--- src/rtl/axi_master_bridge.sv ---
// Bridges a single-outstanding CPU memory request port onto AXI4: reads become
// INCR bursts of req_len+1 beats, writes become single-beat AW/W/B transactions.
module axi_master_bridge #(
  parameter logic [3:0] MASTER_ID = 4'd0
) (
  input  logic        ACLK,
  input  logic        ARESETn,
  input  logic        req_valid,
  output logic        req_ready,
  input  logic        req_write,
  input  logic [31:0] req_addr,
  input  logic [3:0]  req_len,
  input  logic [31:0] req_wdata,
  input  logic [3:0]  req_wstrb,
  output logic        rsp_valid,
  output logic [31:0] rsp_data,
  output logic        rsp_last,
  output logic        rsp_err,
  output logic [3:0]  ARID,
  output logic [31:0] ARADDR,
  output logic [3:0]  ARLEN,
  output logic [2:0]  ARSIZE,
  output logic [1:0]  ARBURST,
  output logic        ARVALID,
  input  logic        ARREADY,
  input  logic [3:0]  RID,
  input  logic [31:0] RDATA,
  input  logic [1:0]  RRESP,
  input  logic        RLAST,
  input  logic        RVALID,
  output logic        RREADY,
  output logic [3:0]  AWID,
  output logic [31:0] AWADDR,
  output logic [3:0]  AWLEN,
  output logic [2:0]  AWSIZE,
  output logic [1:0]  AWBURST,
  output logic        AWVALID,
  input  logic        AWREADY,
  output logic [31:0] WDATA,
  output logic [3:0]  WSTRB,
  output logic        WLAST,
  output logic        WVALID,
  input  logic        WREADY,
  input  logic [3:0]  BID,
  input  logic [1:0]  BRESP,
  input  logic        BVALID,
  output logic        BREADY
);

  typedef enum logic [2:0] {IDLE, RD_ADDR, RD_DATA, WR_REQ, WR_RESP} state_t;

  state_t      state_q, state_d;
  logic [29:0] addr_q, addr_d;
  logic [3:0]  len_q, len_d;
  logic [31:0] wdata_q, wdata_d;
  logic [3:0]  wstrb_q, wstrb_d;
  logic [3:0]  beat_q, beat_d;
  logic        aw_done_q, aw_done_d;
  logic        w_done_q, w_done_d;
  logic        req_ready_q, req_ready_d;
  logic        arvalid_q, arvalid_d;
  logic        rready_q, rready_d;
  logic        awvalid_q, awvalid_d;
  logic        wvalid_q, wvalid_d;
  logic        bready_q, bready_d;
  logic        rsp_valid_q, rsp_valid_d;
  logic [31:0] rsp_data_q, rsp_data_d;
  logic        rsp_last_q, rsp_last_d;
  logic        rsp_err_q, rsp_err_d;
  logic        aw_hs, w_hs;
  logic        unused_ok;

  // A beat is in error on a bad response, or when RLAST disagrees with the
  // beat count the burst length implies.
  function automatic logic beat_err(input logic [1:0] resp, input logic last,
                                    input logic [3:0] cnt, input logic [3:0] len);
    beat_err = (resp != 2'b00) || (last && (cnt != len)) || (!last && (cnt == len));
  endfunction

  assign aw_hs = awvalid_q & AWREADY;
  assign w_hs  = wvalid_q & WREADY;

  always_comb begin
    state_d     = state_q;
    addr_d      = addr_q;
    len_d       = len_q;
    wdata_d     = wdata_q;
    wstrb_d     = wstrb_q;
    beat_d      = beat_q;
    aw_done_d   = aw_done_q;
    w_done_d    = w_done_q;
    req_ready_d = req_ready_q;
    arvalid_d   = arvalid_q;
    rready_d    = rready_q;
    awvalid_d   = awvalid_q;
    wvalid_d    = wvalid_q;
    bready_d    = bready_q;
    rsp_valid_d = 1'b0;
    rsp_data_d  = rsp_data_q;
    rsp_last_d  = 1'b0;
    rsp_err_d   = 1'b0;
    unique case (state_q)
      IDLE: begin
        if (req_valid) begin
          addr_d      = req_addr[31:2];
          len_d       = req_len;
          wdata_d     = req_wdata;
          wstrb_d     = req_wstrb;
          beat_d      = 4'd0;
          aw_done_d   = 1'b0;
          w_done_d    = 1'b0;
          req_ready_d = 1'b0;
          if (req_write) begin
            state_d   = WR_REQ;
            awvalid_d = 1'b1;
            wvalid_d  = 1'b1;
          end else begin
            state_d   = RD_ADDR;
            arvalid_d = 1'b1;
          end
        end
      end
      RD_ADDR: begin
        if (ARREADY) begin
          arvalid_d = 1'b0;
          rready_d  = 1'b1;
          state_d   = RD_DATA;
        end
      end
      RD_DATA: begin
        if (RVALID) begin
          rsp_valid_d = 1'b1;
          rsp_data_d  = RDATA;
          rsp_last_d  = RLAST;
          rsp_err_d   = beat_err(RRESP, RLAST, beat_q, len_q);
          beat_d      = beat_q + 4'd1;
          if (RLAST) begin
            rready_d    = 1'b0;
            req_ready_d = 1'b1;
            state_d     = IDLE;
          end
        end
      end
      WR_REQ: begin
        if (aw_hs) begin
          awvalid_d = 1'b0;
          aw_done_d = 1'b1;
        end
        if (w_hs) begin
          wvalid_d = 1'b0;
          w_done_d = 1'b1;
        end
        // Either channel may complete first, or both in the same cycle.
        if ((aw_done_q || aw_hs) && (w_done_q || w_hs)) begin
          bready_d = 1'b1;
          state_d  = WR_RESP;
        end
      end
      WR_RESP: begin
        if (BVALID) begin
          rsp_valid_d = 1'b1;
          rsp_data_d  = 32'd0;
          rsp_last_d  = 1'b1;
          rsp_err_d   = (BRESP != 2'b00);
          bready_d    = 1'b0;
          req_ready_d = 1'b1;
          state_d     = IDLE;
        end
      end
      default: state_d = IDLE;
    endcase
  end

  always_ff @(posedge ACLK or negedge ARESETn) begin
    if (!ARESETn) begin
      state_q     <= IDLE;
      addr_q      <= '0;
      len_q       <= '0;
      wdata_q     <= '0;
      wstrb_q     <= '0;
      beat_q      <= '0;
      aw_done_q   <= 1'b0;
      w_done_q    <= 1'b0;
      req_ready_q <= 1'b1;
      arvalid_q   <= 1'b0;
      rready_q    <= 1'b0;
      awvalid_q   <= 1'b0;
      wvalid_q    <= 1'b0;
      bready_q    <= 1'b0;
      rsp_valid_q <= 1'b0;
      rsp_data_q  <= '0;
      rsp_last_q  <= 1'b0;
      rsp_err_q   <= 1'b0;
    end else begin
      state_q     <= state_d;
      addr_q      <= addr_d;
      len_q       <= len_d;
      wdata_q     <= wdata_d;
      wstrb_q     <= wstrb_d;
      beat_q      <= beat_d;
      aw_done_q   <= aw_done_d;
      w_done_q    <= w_done_d;
      req_ready_q <= req_ready_d;
      arvalid_q   <= arvalid_d;
      rready_q    <= rready_d;
      awvalid_q   <= awvalid_d;
      wvalid_q    <= wvalid_d;
      bready_q    <= bready_d;
      rsp_valid_q <= rsp_valid_d;
      rsp_data_q  <= rsp_data_d;
      rsp_last_q  <= rsp_last_d;
      rsp_err_q   <= rsp_err_d;
    end
  end

  // Payloads read as zero whenever their channel is idle, stable while VALID.
  assign req_ready = req_ready_q;
  assign rsp_valid = rsp_valid_q;
  assign rsp_data  = rsp_data_q;
  assign rsp_last  = rsp_last_q;
  assign rsp_err   = rsp_err_q;

  assign ARVALID = arvalid_q;
  assign ARID    = arvalid_q ? MASTER_ID : 4'd0;
  assign ARADDR  = arvalid_q ? {addr_q, 2'b00} : 32'd0;
  assign ARLEN   = arvalid_q ? len_q : 4'd0;
  assign ARSIZE  = arvalid_q ? 3'b010 : 3'b000;
  assign ARBURST = arvalid_q ? 2'b01 : 2'b00;
  assign RREADY  = rready_q;

  assign AWVALID = awvalid_q;
  assign AWID    = awvalid_q ? MASTER_ID : 4'd0;
  assign AWADDR  = awvalid_q ? {addr_q, 2'b00} : 32'd0;
  assign AWLEN   = 4'd0;
  assign AWSIZE  = awvalid_q ? 3'b010 : 3'b000;
  assign AWBURST = awvalid_q ? 2'b01 : 2'b00;

  assign WVALID  = wvalid_q;
  assign WDATA   = wvalid_q ? wdata_q : 32'd0;
  assign WSTRB   = wvalid_q ? wstrb_q : 4'd0;
  assign WLAST   = wvalid_q;
  assign BREADY  = bready_q;

  assign unused_ok = ^{RID, BID, req_addr[1:0]};

endmodule

--- config.mk ---
export PLATFORM = sky130hd
export DESIGN_NAME = axi_master_bridge
export DESIGN_NICKNAME = d
export VERILOG_FILES = /design/src/rtl/axi_master_bridge.sv
export SDC_FILE = /design/constraint.sdc
export NUM_CORES = 1
export LEC_CHECK = 0
export CORE_MARGIN = 1
export CORE_UTILIZATION = 44
export DETAILED_ROUTE_END_ITERATION = 10
export GPL_TIMING_DRIVEN = 0
export PLACE_DENSITY = 0.95
export SYNTH_ARGS = -nofsm -noshare
export SYNTH_HDL_FRONTEND = slang
export SYNTH_SLANG_ARGS = --single-unit
--- constraint.sdc ---
create_clock -name ACLK -period 3.1 [get_ports ACLK]
set_input_delay 0.62 -clock ACLK [delete_from_list [all_inputs] [get_ports ACLK]]
set_output_delay 0.62 -clock ACLK [all_outputs]
set_load 0.01 [all_outputs]
After elaboration in Yosys (flattened, before gate mapping). Index checks and enable logic that the tools add are counted.

Bitwise operators: 2. Mux-type cells: 57. Add/subtract/negate cells: 1. Eq/ne operators: 16. Reductions and logical operators: 30.

Operator list (count): $mux 32 (5); $pmux 32 s2 (1); $mux 1 (25); $ne 2x2->1 const B (10); $pmux 1 s2 (10); $mux 3 (6); $mux 4 (4); $reduce_and 4->1 (4); $reduce_bool 2->1 (8); $pmux 3 s5 (1); $reduce_and 3->1 (5); $pmux 4 s2 (1); $eq 3x2->1 const B (2); $mux 2 (3); $reduce_and 6->1 (1); $reduce_and 5->1 (1); $add 4x1->4 const B (1); $eq 4x4->1 (1); $logic_or 1x1->1 (4); $ne 4x4->1 (1); $eq 3x1->1 const B (1); $eq 3x3->1 const B (1); $logic_and 1x1->1 (3); $logic_not 3->1 (1); 5 further kinds (6).

Input bits: 126. Word-level logic and storage cells: 124. Register bits after elaboration: 120. Output and inout bits: 168.

Longest topological paths before layout.
Depth after elaboration: 6. Mapped depth: 7. Depth with buffers taken out: 4.

Worst setup path before layout. No wires, ideal clock.

Path type: register to output. From: reg wvalid_q, in the netlist WLAST. To: out WDATA[14]. Stages on the path, launching flop included: 4. Path slack: 1431 ps. Path buffers: 2. Required time: 2480 ps. Arrival time: 1049 ps. Path through: dfrtp_1 -> clkbuf_1 -> clkbuf_1 -> and2_1.

Word-level cells in the longest chain between the ends: 1.

RTL lines: start: declaration (RTL line 64) `logic wvalid_q, wvalid_d;`; start signal: assignment (RTL line 207) `wvalid_q <= wvalid_d;`; $mux 32 (RTL line 239) `assign WDATA = wvalid_q ? wdata_q : 32'd0;`; end: declaration (RTL line 39) `output logic [31:0] WDATA,`.

Every way passes these cells.

Worst setup path in the final report.
From: reg arvalid_q, in the netlist ARVALID. To: out ARADDR[29].

Word-level cells in the longest chain between the ends: 1.

RTL lines: start: declaration (RTL line 61) `logic arvalid_q, arvalid_d;`; start signal: assignment (RTL line 204) `arvalid_q <= arvalid_d;`; $mux 32 (RTL line 225) `assign ARADDR = arvalid_q ? {addr_q, 2'b00} : 32'd0;`; end: declaration (RTL line 20) `output logic [31:0] ARADDR,`.

Every way passes these cells.

==> summary.md <==
| Metric | Value |
|---|---|
| Maximum fanout along the worst path | `11` |
| CP Launch Type | `flop` |
| Remaining global-route overflow | `0` |
| Synth warn | `0` |
| Remaining antenna violation count | `0` |
| Status | `complete, no violations` |
| PostCTS Resize Cnt | `0` |
| CP endpoint kind | `primary output` |
| Met1 global-route usage | `29.7%` |
| Die W | `117 um` |
| Slew @ Worst Pin | `0.569 ns` |
| # IOs | `294` |
| Layout cells sized above 1 | `9.74%` |
| Seq/Total Area, Yosys | `51.7%` |
| Pleak | `4.47 nW` |
| RR Startpoint | `state_q[1]` |
| Routability-driven placement congestion ratio | `0.800` |
| Asr flop ratio synth | `100%` |
| Pin count of the biggest net entering global routing | `64` |
| GRT met3 Usage | `7.83%` |
| Tcrit/Tclk final | `93.5%` |
| Placed inst area | `8740 um^2` |
| # fillers | `904` |
| Crit path time final | `2.90 ns` |
| FF-to-FF setup slack | `1.46 ns` |
| Layer with the highest usage | `met2` |
| Max Cap Violations | `0` |
| Critical Path AT | `2.28 ns` |
| CTS sink cnt | `120` |
| Core area | `12800 um^2` |
| Most used DFF post-synth | `dfrtp_1` |
| Fmax | `0.345 GHz` |
| DIE HEIGHT | `117 um` |
| CTS Hold Buffers Added | `0` |
| Max VDD drop | `0.525 mV` |
| Root Buffer | `clkbuf_16` |
| ANT cells | `0` |
| RSZ-0062 raised after global routing | `no` |
| Area of the multi-input gates | `2400 um^2` |
| Detailed-route DRC error count | `0` |
| H-tree depth | `4` |
| Layout Cells excl Fill | `1158` |
| Total number of vias | `5585` |
| Setup slack after layout | `0.201 ns` |
| GR Util met2 | `47.4%` |
| Final setup vio count | `0` |
| Worst relative slew slack | `62.0%` |
| First DRT Iteration DRCs | `262` |
| Wire per inst | `15.3 um` |
| P per Cell Area | `940 nW/um^2` |
| EDFF count, synth | `0` |
| CTS tree | `built` |
| First-pass GRT wire length | `27200 um` |
| Fin util | `73.2%` |
| Final hold violations | `0` |
| Initial antenna violation count | `0` |
| Skew final | `0.00658 ns` |
| Max-slew violation count | `0` |
| Path category of the worst min-delay check | `input port to async pin` |
| Final wirelength | `17700 um` |
| Distinct cell type count after synthesis | `43` |
| Clk buf depth | `2` |
| DP Worst Slack | `0.560 ns` |
| Cell area after layout | `9360 um^2` |
| Initial core utilization | `45.5%` |
| Commonest non-fill, non-tap cell in the layout | `nand2_1` |
| Total track usage | `26.5%` |
| Final net count | `1100` |
| Synthesized area | `5810 um^2` |
| DRT Pass-1 Iters | `4` |
| Vias per std cell | `4.82` |
| Placed insts | `1127` |
| Sequential Area | `3000 um^2` |
| Crit path required time | `2.48 ns` |
| Total die area | `13700 um^2` |
| Port buffer count | `260` |
| Vias in the first global route | `5530` |
| Synth Register Bits | `120` |
| CP startpoint | `ARVALID` |
| Most frequent cells in the layout | `nand2_1 (282), clkdlybuf4s50_1 (259), dfrtp_1 (119)` |
| CTS Buf Count | `17` |
| Synth Instances | `673` |
| Hpwl dp | `13000 um` |
| Clk pin slew, worst setup/hold paths | `0.05 ns` |
| Area grow syn2layout | `60.9%` |
| CP Class | `flop to primary output` |
| Syn avg cell area | `8.64 um^2` |
| Floorplan row count | `41` |
| Worst skew pair latency | `0.41 ns` |
worst paths after layout:
kind | endpoint | cells after the start
worst min-delay path | rsp_data[7] | 1
worst max-delay path | ARADDR[29] | 3
max in group asynchronous | req_ready | 2
worst min register to register | wdata_q[3] | 2
worst max register to register | wdata_q[1] | 6
min in group ACLK | wdata_q[3] | 2
flip-flops by register name, indices dropped and copies added, names as in the netlist, 3 cells and up:
register and flops:
wstrb_q 4, addr_q 30, state_q 3, wdata_q 32, rsp_data 32, beat_q 4
len_q 4
Yosys cell counts (3+ instances only):
| cell | number | area (um^2) |
|---|---|---|
| clkbuf_1 | 14 | 52.6 |
| dfrtp_1 | 119 | 2980 |
| buf_4 | 29 | 218 |
| and2_1 | 102 | 638 |
| buf_2 | 13 | 65.1 |
| buf_6 | 13 | 146 |
| nor2_1 | 8 | 30.0 |
| o21ai_0 | 7 | 35.0 |
| o31ai_1 | 3 | 22.5 |
| mux2i_1 | 3 | 30.0 |
| xor2_1 | 4 | 35.0 |
| o21ai_1 | 29 | 145 |
| nand2_1 | 282 | 1060 |
| a21oi_1 | 8 | 40.0 |
| inv_1 | 3 | 11.3 |
power breakdown:
| part | leakage, nW | switching (mW) | internal [mW] | total (mW) |
|---|---|---|---|---|
| Combinational | 2.67 | 1.85 | 2.12 | 3.97 |
| Clock | 0.302 | 0.701 | 1.36 | 2.06 |
| Sequential | 1.50 | 0.482 | 2.28 | 2.77 |
kinds of logic (layout without fill, tap and decap cells):
group | after synthesis | count (layout) | synth area share (%)
buffers and inverters | 72 | 364 | 8.48
adder cells (fa/ha/maj) | 1 | 1 | 0.215
AO/OA/AOI/OAI | 60 | 60 | 5.90
XOR/XNOR | 6 | 6 | 0.904
flip-flops | 120 | 120 | 51.7
other | 1 | 22 | 0.0645
AND/OR/NAND/NOR | 408 | 408 | 31.9
multiplexers | 5 | 5 | 0.904
what timing repair did:
item	in CTS	in global routing
endpoints found under the hold margin	0	0
setup buffers	0	0
endpoints found under the setup margin	0	11
metal layers:
metal,wire [um],vias up
li1,-,2653
met1,6820,2682
met2,9290,217
met3,1190,33
met4,405,0
met5,0,-
worst max-delay path, stage by stage, from the launching register on:
cell,delay [ns]
dfrtp_1,0.57
clkbuf_1,0.50
and2_1,0.24
clkdlybuf4s50_1,0.56
stage by stage:
step           total power [mW]  hold WS (ns)  TNS, ns
4_1_cts                    8.85         0.189        0
3_3_place_gp               6.58         0.450  -387.97
5_1_grt                    9.37         0.205        0
6_report                   8.79         0.173        0
3_5_place_dp               6.74         0.455        0
2_1_floorplan              4.62         0.324        0
final cells by class:
type                            instances  share of cell area (%)
Inverter                                3                   0.120
Tap cell                              172                    2.30
Clock buffer                           19                    4.73
Multi-Input combinational cell        502                    25.6
Sequential cell                       120                    32.1
Buffer                                 68                    5.11
Clock inverter                         13                    1.90
Timing Repair Buffer                  261                    28.1
Power figures use the tool's default switching activity.
